===== src/rtl/pulse_wave_meter.sv =====
// Pulse-wave analyser: tracks one full low->high period of the sample stream and
// publishes period, 6-bit duty (sequential restoring divide) and peak amplitude.
module pulse_wave_meter (
  input  logic        clk,
  input  logic        rst,
  input  logic        sample_tick,
  input  logic [7:0]  in,
  output logic [15:0] wave_length,
  output logic [5:0]  duty,
  output logic [6:0]  amplitude,
  output logic        meas_valid,
  output logic        timeout,
  output logic        overrun
);

  typedef enum logic [1:0] {WAIT_LOW, WAIT_RISE, MEAS_HIGH, MEAS_LOW} state_e;

  state_e      state_q, state_d;
  logic [15:0] p_q, p_d;
  logic [15:0] h_q, h_d;
  logic [7:0]  peak_q, peak_d;
  logic [7:0]  trough_q, trough_d;
  logic        close;
  logic        timeout_d;
  logic        load;
  logic        timeout_q, overrun_q;

  logic        busy_q;
  logic [2:0]  cnt_q;
  logic [15:0] div_p_q;
  logic [15:0] rem_q;
  logic [5:0]  quo_q;
  logic [6:0]  div_amp_q;
  logic [15:0] wl_q;
  logic [5:0]  duty_q;
  logic [6:0]  amp_q;
  logic        mv_q;

  logic        hi;
  logic [7:0]  pk_ex;
  logic [6:0]  pk_amp, tr_amp, amp_now;
  logic [16:0] rem_sh;
  logic [15:0] rem_sub;
  logic        rem_ge;

  assign hi = in[7];

  always_comb begin
    state_d   = state_q;
    p_d       = p_q;
    h_d       = h_q;
    peak_d    = peak_q;
    trough_d  = trough_q;
    close     = 1'b0;
    timeout_d = 1'b0;
    if (sample_tick) begin
      unique case (state_q)
        WAIT_LOW: if (!hi) state_d = WAIT_RISE;
        WAIT_RISE: begin
          if (hi) begin
            state_d  = MEAS_HIGH;
            p_d      = 16'd1;
            h_d      = 16'd1;
            peak_d   = in;
            trough_d = 8'hFF;
          end
        end
        MEAS_HIGH: begin
          if (p_q == 16'hFFFF) begin
            timeout_d = 1'b1;
            state_d   = WAIT_LOW;
          end else if (hi) begin
            p_d    = p_q + 16'd1;
            h_d    = h_q + 16'd1;
            peak_d = (in > peak_q) ? in : peak_q;
          end else begin
            p_d      = p_q + 16'd1;
            trough_d = (in < trough_q) ? in : trough_q;
            state_d  = MEAS_LOW;
          end
        end
        MEAS_LOW: begin
          if (p_q == 16'hFFFF) begin
            timeout_d = 1'b1;
            state_d   = WAIT_LOW;
          end else if (!hi) begin
            p_d      = p_q + 16'd1;
            trough_d = (in < trough_q) ? in : trough_q;
          end else begin
            // Closing tick also opens the next period, whether or not the divider takes it.
            close    = 1'b1;
            p_d      = 16'd1;
            h_d      = 16'd1;
            peak_d   = in;
            trough_d = 8'hFF;
            state_d  = MEAS_HIGH;
          end
        end
        default: state_d = WAIT_LOW;
      endcase
    end
  end

  assign load = close && !busy_q;

  // Peak is always >= 128 here; 255 is the only value that needs clamping.
  assign pk_ex   = peak_q - 8'd127;
  assign pk_amp  = pk_ex[7] ? 7'd127 : pk_ex[6:0];
  assign tr_amp  = 7'd127 - trough_q[6:0];
  assign amp_now = (pk_amp > tr_amp) ? pk_amp : tr_amp;

  assign rem_sh  = {rem_q, 1'b0};
  assign rem_ge  = rem_sh >= {1'b0, div_p_q};
  assign rem_sub = rem_sh[15:0] - div_p_q;

  always_ff @(posedge clk) begin
    if (rst) begin
      state_q   <= WAIT_LOW;
      p_q       <= '0;
      h_q       <= '0;
      peak_q    <= '0;
      trough_q  <= '1;
      timeout_q <= 1'b0;
      overrun_q <= 1'b0;
    end else begin
      state_q   <= state_d;
      p_q       <= p_d;
      h_q       <= h_d;
      peak_q    <= peak_d;
      trough_q  <= trough_d;
      timeout_q <= timeout_d;
      overrun_q <= close && busy_q;
    end
  end

  // Divider: load at the closing edge, six iterations, publish on the seventh edge.
  always_ff @(posedge clk) begin
    if (rst) begin
      busy_q    <= 1'b0;
      cnt_q     <= '0;
      div_p_q   <= '0;
      rem_q     <= '0;
      quo_q     <= '0;
      div_amp_q <= '0;
      wl_q      <= '0;
      duty_q    <= '0;
      amp_q     <= '0;
      mv_q      <= 1'b0;
    end else begin
      mv_q <= 1'b0;
      if (load) begin
        busy_q    <= 1'b1;
        cnt_q     <= '0;
        div_p_q   <= p_q;
        rem_q     <= h_q;
        quo_q     <= '0;
        div_amp_q <= amp_now;
      end else if (busy_q) begin
        if (cnt_q == 3'd6) begin
          busy_q <= 1'b0;
          wl_q   <= div_p_q;
          duty_q <= quo_q;
          amp_q  <= div_amp_q;
          mv_q   <= 1'b1;
        end else begin
          cnt_q <= cnt_q + 3'd1;
          rem_q <= rem_ge ? rem_sub : rem_sh[15:0];
          quo_q <= {quo_q[4:0], rem_ge};
        end
      end
    end
  end

  assign wave_length = wl_q;
  assign duty        = duty_q;
  assign amplitude   = amp_q;
  assign meas_valid  = mv_q;
  assign timeout     = timeout_q;
  assign overrun     = overrun_q;

endmodule


===== config.mk =====
export PLATFORM = sky130hd
export DESIGN_NAME = pulse_wave_meter
export DESIGN_NICKNAME = d
export VERILOG_FILES = /design/src/rtl/pulse_wave_meter.sv
export SDC_FILE = /design/constraint.sdc
export NUM_CORES = 1
export LEC_CHECK = 0
export CORE_MARGIN = 3
export CORE_UTILIZATION = 45
export CTS_CLUSTER_SIZE = 30
export DETAILED_ROUTE_END_ITERATION = 8
export PLACE_DENSITY = 0.65
export SYNTH_ARGS = -nofsm -noshare
export SYNTH_HDL_FRONTEND = slang
export SYNTH_SLANG_ARGS = --single-unit

===== constraint.sdc =====
create_clock -name clk -period 7.3 [get_ports clk]
set_clock_uncertainty 0.2 [all_clocks]
set_input_delay 1.825 -clock clk [delete_from_list [all_inputs] [get_ports clk]]
set_output_delay 1.825 -clock clk [all_outputs]
set_load 0.01 [all_outputs]

# Yosys cells after proc, flatten, opt, wreduce, memory -nomap -nowiden
# Cells that the tools add are included.
dict set report word_totals {
  reg_bits 131
  latch_bits 0
  ram_bits 0
  rom_bits 0
  input_bits 11
  out_inout_bits 32
  wordCells 108
  mem_count 0
}
dict set report classes {
  addsub 6
  mul 0
  div_mod_pow 0
  n_lt_le_gt_ge 4
  n_eq_ne 14
  shifts 0
  mux 44
  n_bitwise 5
  n_reduce_logical 18
}
# operator count
set ops {}
lappend ops {{$mux 16} 12}
lappend ops {{$pmux 16 s3} 2}
lappend ops {{$mux 8} 11}
lappend ops {{$pmux 8 s3} 2}
lappend ops {{$add 16x1->16 const B} 2}
lappend ops {{$ge 17x16->1} 1}
lappend ops {{$eq 16x16->1 const B} 1}
lappend ops {{$ne 2x2->1 const B} 8}
lappend ops {{$sub 16x16->16} 1}
lappend ops {{$mux 7} 2}
lappend ops {{$reduce_and 6->1} 2}
lappend ops {{$mux 2} 5}
lappend ops {{$reduce_and 5->1} 2}
lappend ops {{$mux 1} 9}
lappend ops {{$gt 8x8->1} 1}
lappend ops {{$lt 8x8->1} 1}
lappend ops {{$pmux 2 s4} 1}
lappend ops {{$sub 8x7->8 const B} 1}
lappend ops {{$gt 7x7->1} 1}
lappend ops {{$sub 7x7->7 const A} 1}
lappend ops {{$reduce_and 3->1} 2}
lappend ops {{$reduce_or 3->1} 2}
lappend ops {{$not 1->1} 5}
lappend ops {{$eq 2x2->1 const B} 2}
lappend ops {{11 further kinds} 14}

# Logic depth before layout (Yosys ltp)
# Gate-level depths: netlist (run 1).
dict set report depth {
  depth_word 7
  depth_mapped 13
  mapped_depth_nobuf 12
}

# Worst setup path before layout (run 1)
# Ideal clock, no wire load.
dict set report synth_path {
  path_type {input to register}
  from {input in[1]}
  to {register peak_q[7]}
  setup_ps 115
  arrival_ps 3189
  required_time_ps 6985
  path_slack_ps 3796
  cell_stages 8
  n_path_buf 0
  path_cell_list {ha_1 nor2b_1 o21a_1 o21ai_0 a21oi_1 o221ai_1 a21oi_4 o21a_1}
}
dict set report synth_between {
  elab_chain_cells 3
}
# item line
set synth_rtl {}
lappend synth_rtl {{from (decl)} 7} ;# input logic [7:0] in,
lappend synth_rtl {{$gt 8x8->1} 75} ;# peak_d = (in > peak_q) ? in : peak_q;
lappend synth_rtl {{$ne 2x2->1 (no line)} -}
lappend synth_rtl {{$reduce_and 6->1 (no line)} -}
lappend synth_rtl {{to (signal assigned)} 129} ;# peak_q <= peak_d;
lappend synth_rtl {{to (decl)} 21} ;# logic [7:0] peak_q, peak_d;
# No other way between the ends.
# A chain may end at the register's enable or synchronous reset.

# Worst setup path after layout (run 1)
dict set report layout_path {
  from {input in[7]}
  to {register rem_q[13]}
}
dict set report layout_between {
  elab_chain_cells 7
  elab_cells_between_ends 9
  cone_classes {1 x eq/ne; 5 x mux; 3 x reduce/logical}
}
# item line
set layout_rtl {}
lappend layout_rtl {{$mux 1 (*)} 86} ;# end else if (!hi) begin
lappend layout_rtl {{$mux 1 (*)} 83} ;# if (p_q == 16'hFFFF) begin
lappend layout_rtl {{$mux 1 (*)} 57} ;# unique case (state_q)
lappend layout_rtl {{$mux 1 (*)} 56} ;# if (sample_tick) begin
lappend layout_rtl {{$logic_and 1x1->1 (*)} 104} ;# assign load = close && !busy_q;
lappend layout_rtl {{$ne 2x2->1 (no line) or $reduce_bool 2->1 (tied branches)} -}
lappend layout_rtl {{$reduce_and 2->1 (no line)} -}
lappend layout_rtl {{to (signal assigned)} 155} ;# rem_q <= h_q;
lappend layout_rtl {{to (signal assigned)} 167} ;# rem_q <= rem_ge ? rem_sub : rem_sh[15:0];
lappend layout_rtl {{to (decl)} 31} ;# logic [15:0] rem_q;
# Mark *: on every way between the ends. The rest lies on a longest branch, timed or not.

==> impl_summary.log, run 1 <==
[metrics] PD cells: 206 nW/um^2
[metrics] Std-Cell Rows: 44
[metrics] area taken by flip-flops and latches: 2620 um^2
[metrics] final critical-path required period: 4170 ps
[metrics] utilization after layout: 0.542
[metrics] critical hold path startpoint: duty[2]$_SDFFE_PP0P_
[metrics] worst slew pin tran: 1150 ps
[metrics] number of filler cells placed in the layout: 1402
[metrics] Crit Reg-Reg Startpoint: peak_q[2]$_SDFFE_PP0P_
[metrics] required time of the worst setup path: 7370 ps
[metrics] post-cts repair resize count: 0
[metrics] Sinks on Clock Net: 131
[metrics] area of all placed cells without fillers: 8000 um^2
[metrics] flip-flop and latch count after synthesis: 131
[metrics] Net Count, Synth: 913
[metrics] Layout Nets: 942
[metrics] # port buffers: 42
[metrics] Setup CP Type: in -> reg
[metrics] cell depth of the worst hold path: 2
[metrics] Critical Path End Type: register
[metrics] syn_area_per_cell: 8.04 um^2
[metrics] vias per inst: 5.51
[metrics] gpl congestion: 0.916
[metrics] die outline width: 130 um
[metrics] worst-path fanout max: 18
[metrics] first-pass GRT wire length: 27.0 mm
[metrics] maximum root-to-sink buffer count: 2
[metrics] area of the core: 14800 um^2
[metrics] commonest non-fill, non-tap cell in the layout: sky130_fd_sc_hd__nand2_1
[metrics] end of the worst hold path: duty[2]$_SDFFE_PP0P_
[metrics] Hold Violations, Final: 0
[metrics] number of H-tree branching levels: 4
[metrics] run status: completed
[metrics] total via count in the routed design: 5975
[metrics] number of buffers inserted by post-CTS setup repair: 0
[metrics] EDFF count, synth: 0
[metrics] worst reg2reg path endpoint: div_amp_q[0]$_SDFFE_PP0P_
[metrics] number of distinct library cell variants in the gate-level netlist after synthesis: 65
[metrics] portion of the clock cycle consumed by the worst path in the final layout: 0.571
[metrics] proportion of synthesized chip area in sequential cells: 0.380
[metrics] area of combinational cells with multiple inputs: 3940 um^2
[metrics] Num CTS Buffers: 17
[metrics] pin count of the biggest net entering global routing: 44
[metrics] first-pass iteration count of the detailed router: 5
[metrics] static power due to leakage: 0.00302 uW
[metrics] number of diodes added for antenna fixing: 0
[metrics] Placed Area: 7410 um^2
[metrics] yosys warns: 0
[metrics] Final TNS setup: 0 ps
[metrics] post-detail-place hpwl: 11.6 mm
[metrics] antenna-violating nets left: 0
[metrics] headroom to the max-slew limit: 0.234
[metrics] worst hold-check path type: reg -> reg
[metrics] DRT iter0 DRCs: 410
[metrics] DIE AREA: 16800 um^2
[metrics] setup slack on the worst flop-to-flop path: 3910 ps
[metrics] clock tree from TritonCTS: yes
[metrics] count of max-cap constraint violations: 0
[metrics] unrepaired setup endpoints after global routing: false
[metrics] CP startpoint kind: input pin
[metrics] clock slew at the register clock pins of the worst setup and hold paths: 60 ps
[metrics] IR drop worst, VDD: 167 uV
[metrics] antenna violations before repair: 0
[metrics] Async SR Flop Fraction: 0
[metrics] number of setup violations in the final report: 0
[metrics] relative area change from synthesis to final layout: 16.1%
[metrics] most frequent cells in the layout: sky130_fd_sc_hd__nand2_1, sky130_fd_sc_hd__dfxtp_1, sky130_fd_sc_hd__a21oi_1
[metrics] data arrival time of the critical path: 4240 ps
[metrics] Most used DFF post-synth: sky130_fd_sc_hd__dfxtp_1
[metrics] die height: 130 um
[metrics] highest achievable clock rate: 240 MHz
[metrics] netlist area before placement: 6890 um^2
[metrics] via count of the first global-routing pass: 5495
[metrics] synthesized instance count: 858
[metrics] DRC violation count after routing: 0
[metrics] aggregate routed wire length: 16.3 mm
[metrics] Slew Viols, Final: 0
[metrics] logic depth of the worst register-to-register path: 13
[metrics] Routed wire per std cell: 15.0 um
[metrics] Clock Latency Late Sink: 420 ps
[metrics] count of hold-fix buffers inserted at cts: 0
[metrics] Total Routing Usage GR: 0.200
[metrics] layout cell share with drive strength beyond 1: 0.0589
[metrics] initial core utilization: 0.467
[metrics] Remaining Overflow, GRT: 0
[metrics] ports placed on the boundary: 43
[metrics] Root Driver: sky130_fd_sc_hd__clkbuf_16
## report_power, final
group          internal (uW)  switching (uW)
Sequential               719            4.79
Clock                    552             309
Combinational           22.3            40.1
Total                   1290             354
## critical path: stages
cell                              delay, ps
sky130_fd_sc_hd__clkdlybuf4s50_1        610
sky130_fd_sc_hd__nand2_1                160
sky130_fd_sc_hd__nor2_1                 320
sky130_fd_sc_hd__o2111a_1               690
sky130_fd_sc_hd__nor2_2                 200
sky130_fd_sc_hd__a221oi_1               300
sky130_fd_sc_hd__a21oi_1                100
## state kept, by name (all words and copies together) (netlist names), 7 cells and up
register     cells
div_p_q         16
rem_q           16
div_amp_q        7
peak_q           8
p_q             16
h_q             16
trough_q         8
wave_length     16
amplitude        7
## kinds of logic (layout without fill, tap and decap cells)
logic type / Yosys count / count (layout) / share of synthesized area
and+or+nand+nor: 343 / 343 / 0.227
AOI/OAI and AO/OA: 198 / 198 / 0.180
DFF: 131 / 131 / 0.380
buffers and inverters: 80 / 122 / 0.0486
adders and majority gates: 44 / 44 / 0.0809
xor gates and xnor gates: 42 / 42 / 0.0534
muxes: 20 / 20 / 0.0292
## per-layer routing
metal / share of wire / global-route usage / vias up / wire length, um
met1: 0.50 / 0.282 / 2748 / 8160
met5: 0 / 0 / - / 0
met3: 0.044 / 0.0434 / 24 / 715
met2: 0.44 / 0.307 / 138 / 7190
li1: - / - / 3065 / -
met4: 0.015 / 0.0623 / 0 / 242
## cells in the mapped netlist, types with 3 or more instances
cell type | count | area, um^2
sky130_fd_sc_hd__o31ai_1 | 3 | 22.5
sky130_fd_sc_hd__clkbuf_1 | 23 | 86.3
sky130_fd_sc_hd__xor2_1 | 26 | 228
sky130_fd_sc_hd__or2_2 | 5 | 31.3
sky130_fd_sc_hd__ha_1 | 43 | 538
sky130_fd_sc_hd__buf_4 | 3 | 22.5
sky130_fd_sc_hd__a211oi_1 | 4 | 30.0
sky130_fd_sc_hd__o21ai_0 | 24 | 120
sky130_fd_sc_hd__nand3_1 | 37 | 185
sky130_fd_sc_hd__nand4_1 | 15 | 93.8
sky130_fd_sc_hd__and3_1 | 18 | 113
sky130_fd_sc_hd__a22oi_1 | 7 | 52.6
sky130_fd_sc_hd__and2_1 | 3 | 18.8
sky130_fd_sc_hd__nand2b_1 | 6 | 37.5
sky130_fd_sc_hd__a21oi_1 | 92 | 460
sky130_fd_sc_hd__nor3_1 | 13 | 65.1
sky130_fd_sc_hd__buf_2 | 6 | 30.0
sky130_fd_sc_hd__inv_1 | 42 | 158
sky130_fd_sc_hd__o21a_1 | 10 | 75.1
sky130_fd_sc_hd__a31oi_1 | 4 | 25.0
sky130_fd_sc_hd__nand2_1 | 164 | 616
sky130_fd_sc_hd__o211ai_1 | 9 | 67.6
sky130_fd_sc_hd__xnor2_1 | 16 | 140
sky130_fd_sc_hd__mux2i_1 | 19 | 190
sky130_fd_sc_hd__o221ai_1 | 3 | 26.3
sky130_fd_sc_hd__and4_1 | 3 | 26.3
sky130_fd_sc_hd__dfxtp_1 | 131 | 2620
sky130_fd_sc_hd__nor2_1 | 55 | 206
sky130_fd_sc_hd__a21o_1 | 7 | 52.6
sky130_fd_sc_hd__o22ai_1 | 10 | 62.6
sky130_fd_sc_hd__nor2b_1 | 11 | 68.8
sky130_fd_sc_hd__a211o_1 | 3 | 26.3
## layout make-up
cell class,count,share of cell area
timing repair buffer,47,0.0566
clock inverter,10,0.0164
clock buffer,22,0.0580
multi-input combinational,647,0.492
sequential,131,0.328
tap,184,0.0288
inverter,43,0.0202
## stage by stage
step	std cells	power [uW]	setup slack, ps	hold slack, ps
finish	1084	1650	3130	252
global route	1084	1710	2980	266
CTS	1084	1660	3170	254
detailed placement	1052	801	2740	246
global placement	1052	801	2810	241
floorplan	858	781	3800	227
## worst max-delay path by stage
| stage | slack [ps] | end | start |
|---|---|---|---|
| 4_1_cts | 3170 | rem_q[13]$_SDFFE_PP0P_ | in[7] |
| 3_5_place_dp | 2740 | rem_q[13]$_SDFFE_PP0P_ | in[7] |
| 2_1_floorplan | 3800 | peak_q[7]$_SDFFE_PP0P_ | in[1] |
| 6_report | 3130 | rem_q[13]$_SDFFE_PP0P_ | in[7] |
| 5_1_grt | 2980 | rem_q[13]$_SDFFE_PP0P_ | in[7] |
| 3_3_place_gp | 2810 | rem_q[13]$_SDFFE_PP0P_ | in[7] |
Note: power is estimated with default switching activity, not from simulation.
==> run 2, diff against run 1 <==
==> constraint.sdc (replaced) <==
create_clock -name clk -period 4.1 [get_ports clk]
set_clock_uncertainty 0.2 [all_clocks]
set_input_delay 1.025 -clock clk [delete_from_list [all_inputs] [get_ports clk]]
set_output_delay 1.025 -clock clk [all_outputs]
set_load 0.01 [all_outputs]
==> impl_summary.log, run 2 (synthesis gave the netlist of run 1 again) <==
[metrics] vias per inst: 5.46 (-1.0%)
[metrics] post-cts repair resize count: 0 (unchanged)
[metrics] die outline width: 130 um (unchanged)
[metrics] cell family with the largest share of critical-path delay: compound AO/OA/AOI/OAI gates
[metrics] Std-Cell Rows: 44 (unchanged)
[metrics] cell internal pwr: 2230 uW (+72%)
[metrics] # port buffers: 42 (unchanged)
[metrics] share of power burned in registers: 0.448 (+0.009)
[metrics] die height: 130 um (unchanged)
[metrics] Crit Reg-Reg Startpoint: peak_q[2]$_SDFFE_PP0P_
[metrics] Total Routing Usage GR: 0.203 (+0.00292)
[metrics] clock tree from TritonCTS: yes
[metrics] run status: completed
[metrics] worst reg2reg path endpoint: div_amp_q[0]$_SDFFE_PP0P_
[metrics] series of cell instances along the critical path: and3_1 -> nand3_1 -> xnor2_1 -> nand2_1 -> ha_1 -> a21o_1 -> a21oi_1 -> nor2b_1 -> o31ai_1 -> buf_4 -> mux2i_1 -> nand2_1 -> a21oi_1
[metrics] DRT iter0 DRCs: 455 (+11%)
[metrics] utilization after layout: 0.544 (+0.00178)
[metrics] final critical-path required period: 3380 ps
[metrics] launch point of the critical path: peak_q[2]$_SDFFE_PP0P_
[metrics] CP startpoint kind: register
[metrics] number of H-tree branching levels: 4 (unchanged)
[metrics] Layout Nets: 948 (+0.64%)
[metrics] number of buffers inserted by post-CTS setup repair: 0 (unchanged)
[metrics] first-pass iteration count of the detailed router: 5 (unchanged)
[metrics] part of the power in the clock network: 0.513 (-0.010)
[metrics] Final TNS setup: 0 ps (unchanged)
[metrics] worst hold-check path type: reg -> reg
[metrics] count of hold-fix buffers inserted at cts: 0 (unchanged)
[metrics] portion of the clock cycle consumed by the worst path in the final layout: 0.825
[metrics] DIE AREA: 16800 um^2 (unchanged)
[metrics] logic depth of the worst register-to-register path: 13 (unchanged)
[metrics] headroom to the max-slew limit: 0.238 (+0.00451)
[metrics] via count of the first global-routing pass: 5427 (-1.2%)
[metrics] Routed wire per std cell: 15.1 um (+0.55%)
[metrics] total via count in the routed design: 5941 (-0.57%)
[metrics] Num CTS Buffers: 17 (unchanged)
[metrics] switching power of the nets: 653 uW (+85%)
[metrics] Sinks on Clock Net: 131 (unchanged)
[metrics] first-pass GRT wire length: 27.5 mm (+1.5%)
[metrics] standard cell with the maximum stage delay on the critical path: sky130_fd_sc_hd__xnor2_1
[metrics] share of power burned in combinational logic: 0.039 (about the same)
[metrics] most frequent cells in the layout: sky130_fd_sc_hd__nand2_1, sky130_fd_sc_hd__dfxtp_1, sky130_fd_sc_hd__a21oi_1
[metrics] clock slew at the register clock pins of the worst setup and hold paths: 60 ps (about the same)
[metrics] Critical Path End Type: register
[metrics] gpl congestion: 0.924 (+0.92%)
[metrics] Hold Violations, Final: 0 (unchanged)
[metrics] unrepaired setup endpoints after global routing: false
[metrics] ports placed on the boundary: 43 (unchanged)
[metrics] area of combinational cells with multiple inputs: 3940 um^2 (unchanged)
[metrics] antenna violations before repair: 0 (unchanged)
[metrics] PD cells: 359 nW/um^2 (+74%)
[metrics] area taken by flip-flops and latches: 2620 um^2 (unchanged)
[metrics] setup slack on the worst flop-to-flop path: 720 ps (-3190 ps)
[metrics] Remaining Overflow, GRT: 0 (unchanged)
[metrics] Sw Ratio: 0.227 (+0.0120)
[metrics] Clock Latency Late Sink: 420 ps (about the same)
[metrics] number of diodes added for antenna fixing: 0 (unchanged)
[metrics] Slew Viols, Final: 0 (unchanged)
[metrics] layout cell share with drive strength beyond 1: 0.0674 (+0.00851)
[metrics] data arrival time of the critical path: 3530 ps (-710 ps)
[metrics] number of setup violations in the final report: 0 (unchanged)
[metrics] total number of cells along the worst setup path: 13 (+6)
[metrics] area of the core: 14800 um^2 (unchanged)
[metrics] worst slew pin tran: 1140 ps (-8.72 ps)
[metrics] worst-path fanout max: 11 (-7)
[metrics] pin count of the biggest net entering global routing: 79 (+80%)
[metrics] required time of the worst setup path: 4250 ps (-3120 ps)
[metrics] count of max-cap constraint violations: 0 (unchanged)
[metrics] Setup CP Type: reg -> reg
[metrics] worst setup path end: div_amp_q[0]$_SDFFE_PP0P_
[metrics] aggregate routed wire length: 16.5 mm (+1.0%)
[metrics] IR drop worst, VDD: 291 uV (+75%)
[metrics] highest achievable clock rate: 296 MHz
[metrics] slowest cell delay on critical path: 570 ps (-120 ps)
[metrics] initial core utilization: 0.467 (unchanged)
[metrics] number of filler cells placed in the layout: 1418 (+1.1%)
[metrics] Root Driver: sky130_fd_sc_hd__clkbuf_16
[metrics] Buf/Inv on CP: 1 (unchanged)
[metrics] antenna-violating nets left: 0 (unchanged)
[metrics] commonest non-fill, non-tap cell in the layout: sky130_fd_sc_hd__nand2_1
[metrics] maximum root-to-sink buffer count: 2 (unchanged)
[metrics] DRC violation count after routing: 0 (unchanged)
[metrics] post-detail-place hpwl: 11.8 mm (+2.0%)
[metrics] static power due to leakage: 0.00303 uW (+0.44%)
[metrics] relative area change from synthesis to final layout: 16.4%
## run 2: cell count changes in the layout (fill, tap and decap cells not counted), sizes merged
cell      before  now
clkinvlp       1    3
clkbuf        22   18
clkinv         7    9
bufinv         3    2
buf            6   12
## run 2: per-layer routing
layer / routed length, um / vias to the layer above / global-route usage
met5: 0 / - / 0
met4: 199 / 0 / 0.0587
met3: 806 / 17 / 0.0508
met2: 7110 / 141 / 0.303
met1: 8350 / 2728 / 0.291
li1: - / 3055 / -
## run 2: worst min-delay path by stage
| stage | startpoint | endpoint | slack, ps | cells after the start |
|---|---|---|---|---|
| 2_1_floorplan | div_amp_q[2]$_SDFFE_PP0P_ | amplitude[2]$_SDFFE_PP0P_ | 230 | 2 |
| 3_3_place_gp | duty[3]$_SDFFE_PP0P_ | duty[3]$_SDFFE_PP0P_ | 240 | 2 |
| 3_5_place_dp | wave_length[0]$_SDFFE_PP0P_ | wave_length[0]$_SDFFE_PP0P_ | 250 | 2 |
| 4_1_cts | wave_length[0]$_SDFFE_PP0P_ | wave_length[0]$_SDFFE_PP0P_ | 250 | 2 |
| 5_1_grt | wave_length[5]$_SDFFE_PP0P_ | wave_length[5]$_SDFFE_PP0P_ | 260 | 2 |
| 6_report | wave_length[1]$_SDFFE_PP0P_ | wave_length[1]$_SDFFE_PP0P_ | 250 | 2 |
## run 2: power by group through the flow
stage	registers, uW	clock network (uW)	logic, uW
2_1_floorplan	1310	0	77.9
3_3_place_gp	1320	0	113
3_5_place_dp	1320	0	114
4_1_cts	1290	1500	115
5_1_grt	1290	1560	128
6_report	1290	1480	114
## run 2: layout make-up
class / count / area share
tap: 184 / 0.0287
timing repair buffer: 53 / 0.0620
multi-input combinational: 647 / 0.491
clock inverter: 13 / 0.0171
inverter: 43 / 0.0201
sequential: 131 / 0.327
clock buffer: 18 / 0.0547
## run 2: stage by stage
| step | hold slack (ps) | setup slack, ps | power (uW) | cells | instance area (um^2) |
|---|---|---|---|---|---|
| after floorplan | 227 | 1020 | 1390 | 858 | 6890 |
| after global placement | 242 | 682 | 1430 | 1058 | 7450 |
| after detailed placement | 246 | 611 | 1430 | 1058 | 7450 |
| after CTS | 254 | 722 | 2900 | 1089 | 8030 |
| after global routing | 264 | 367 | 2980 | 1089 | 8030 |
| final | 250 | 719 | 2880 | 1089 | 8030 |
## run 2: tightest hold or removal path: cells and delay by family (launching register included)
kind               cells  cell delay (ps)
DFF                    1              300
and+or+nand+nor        1               50
AOI/OAI and AO/OA      1               50
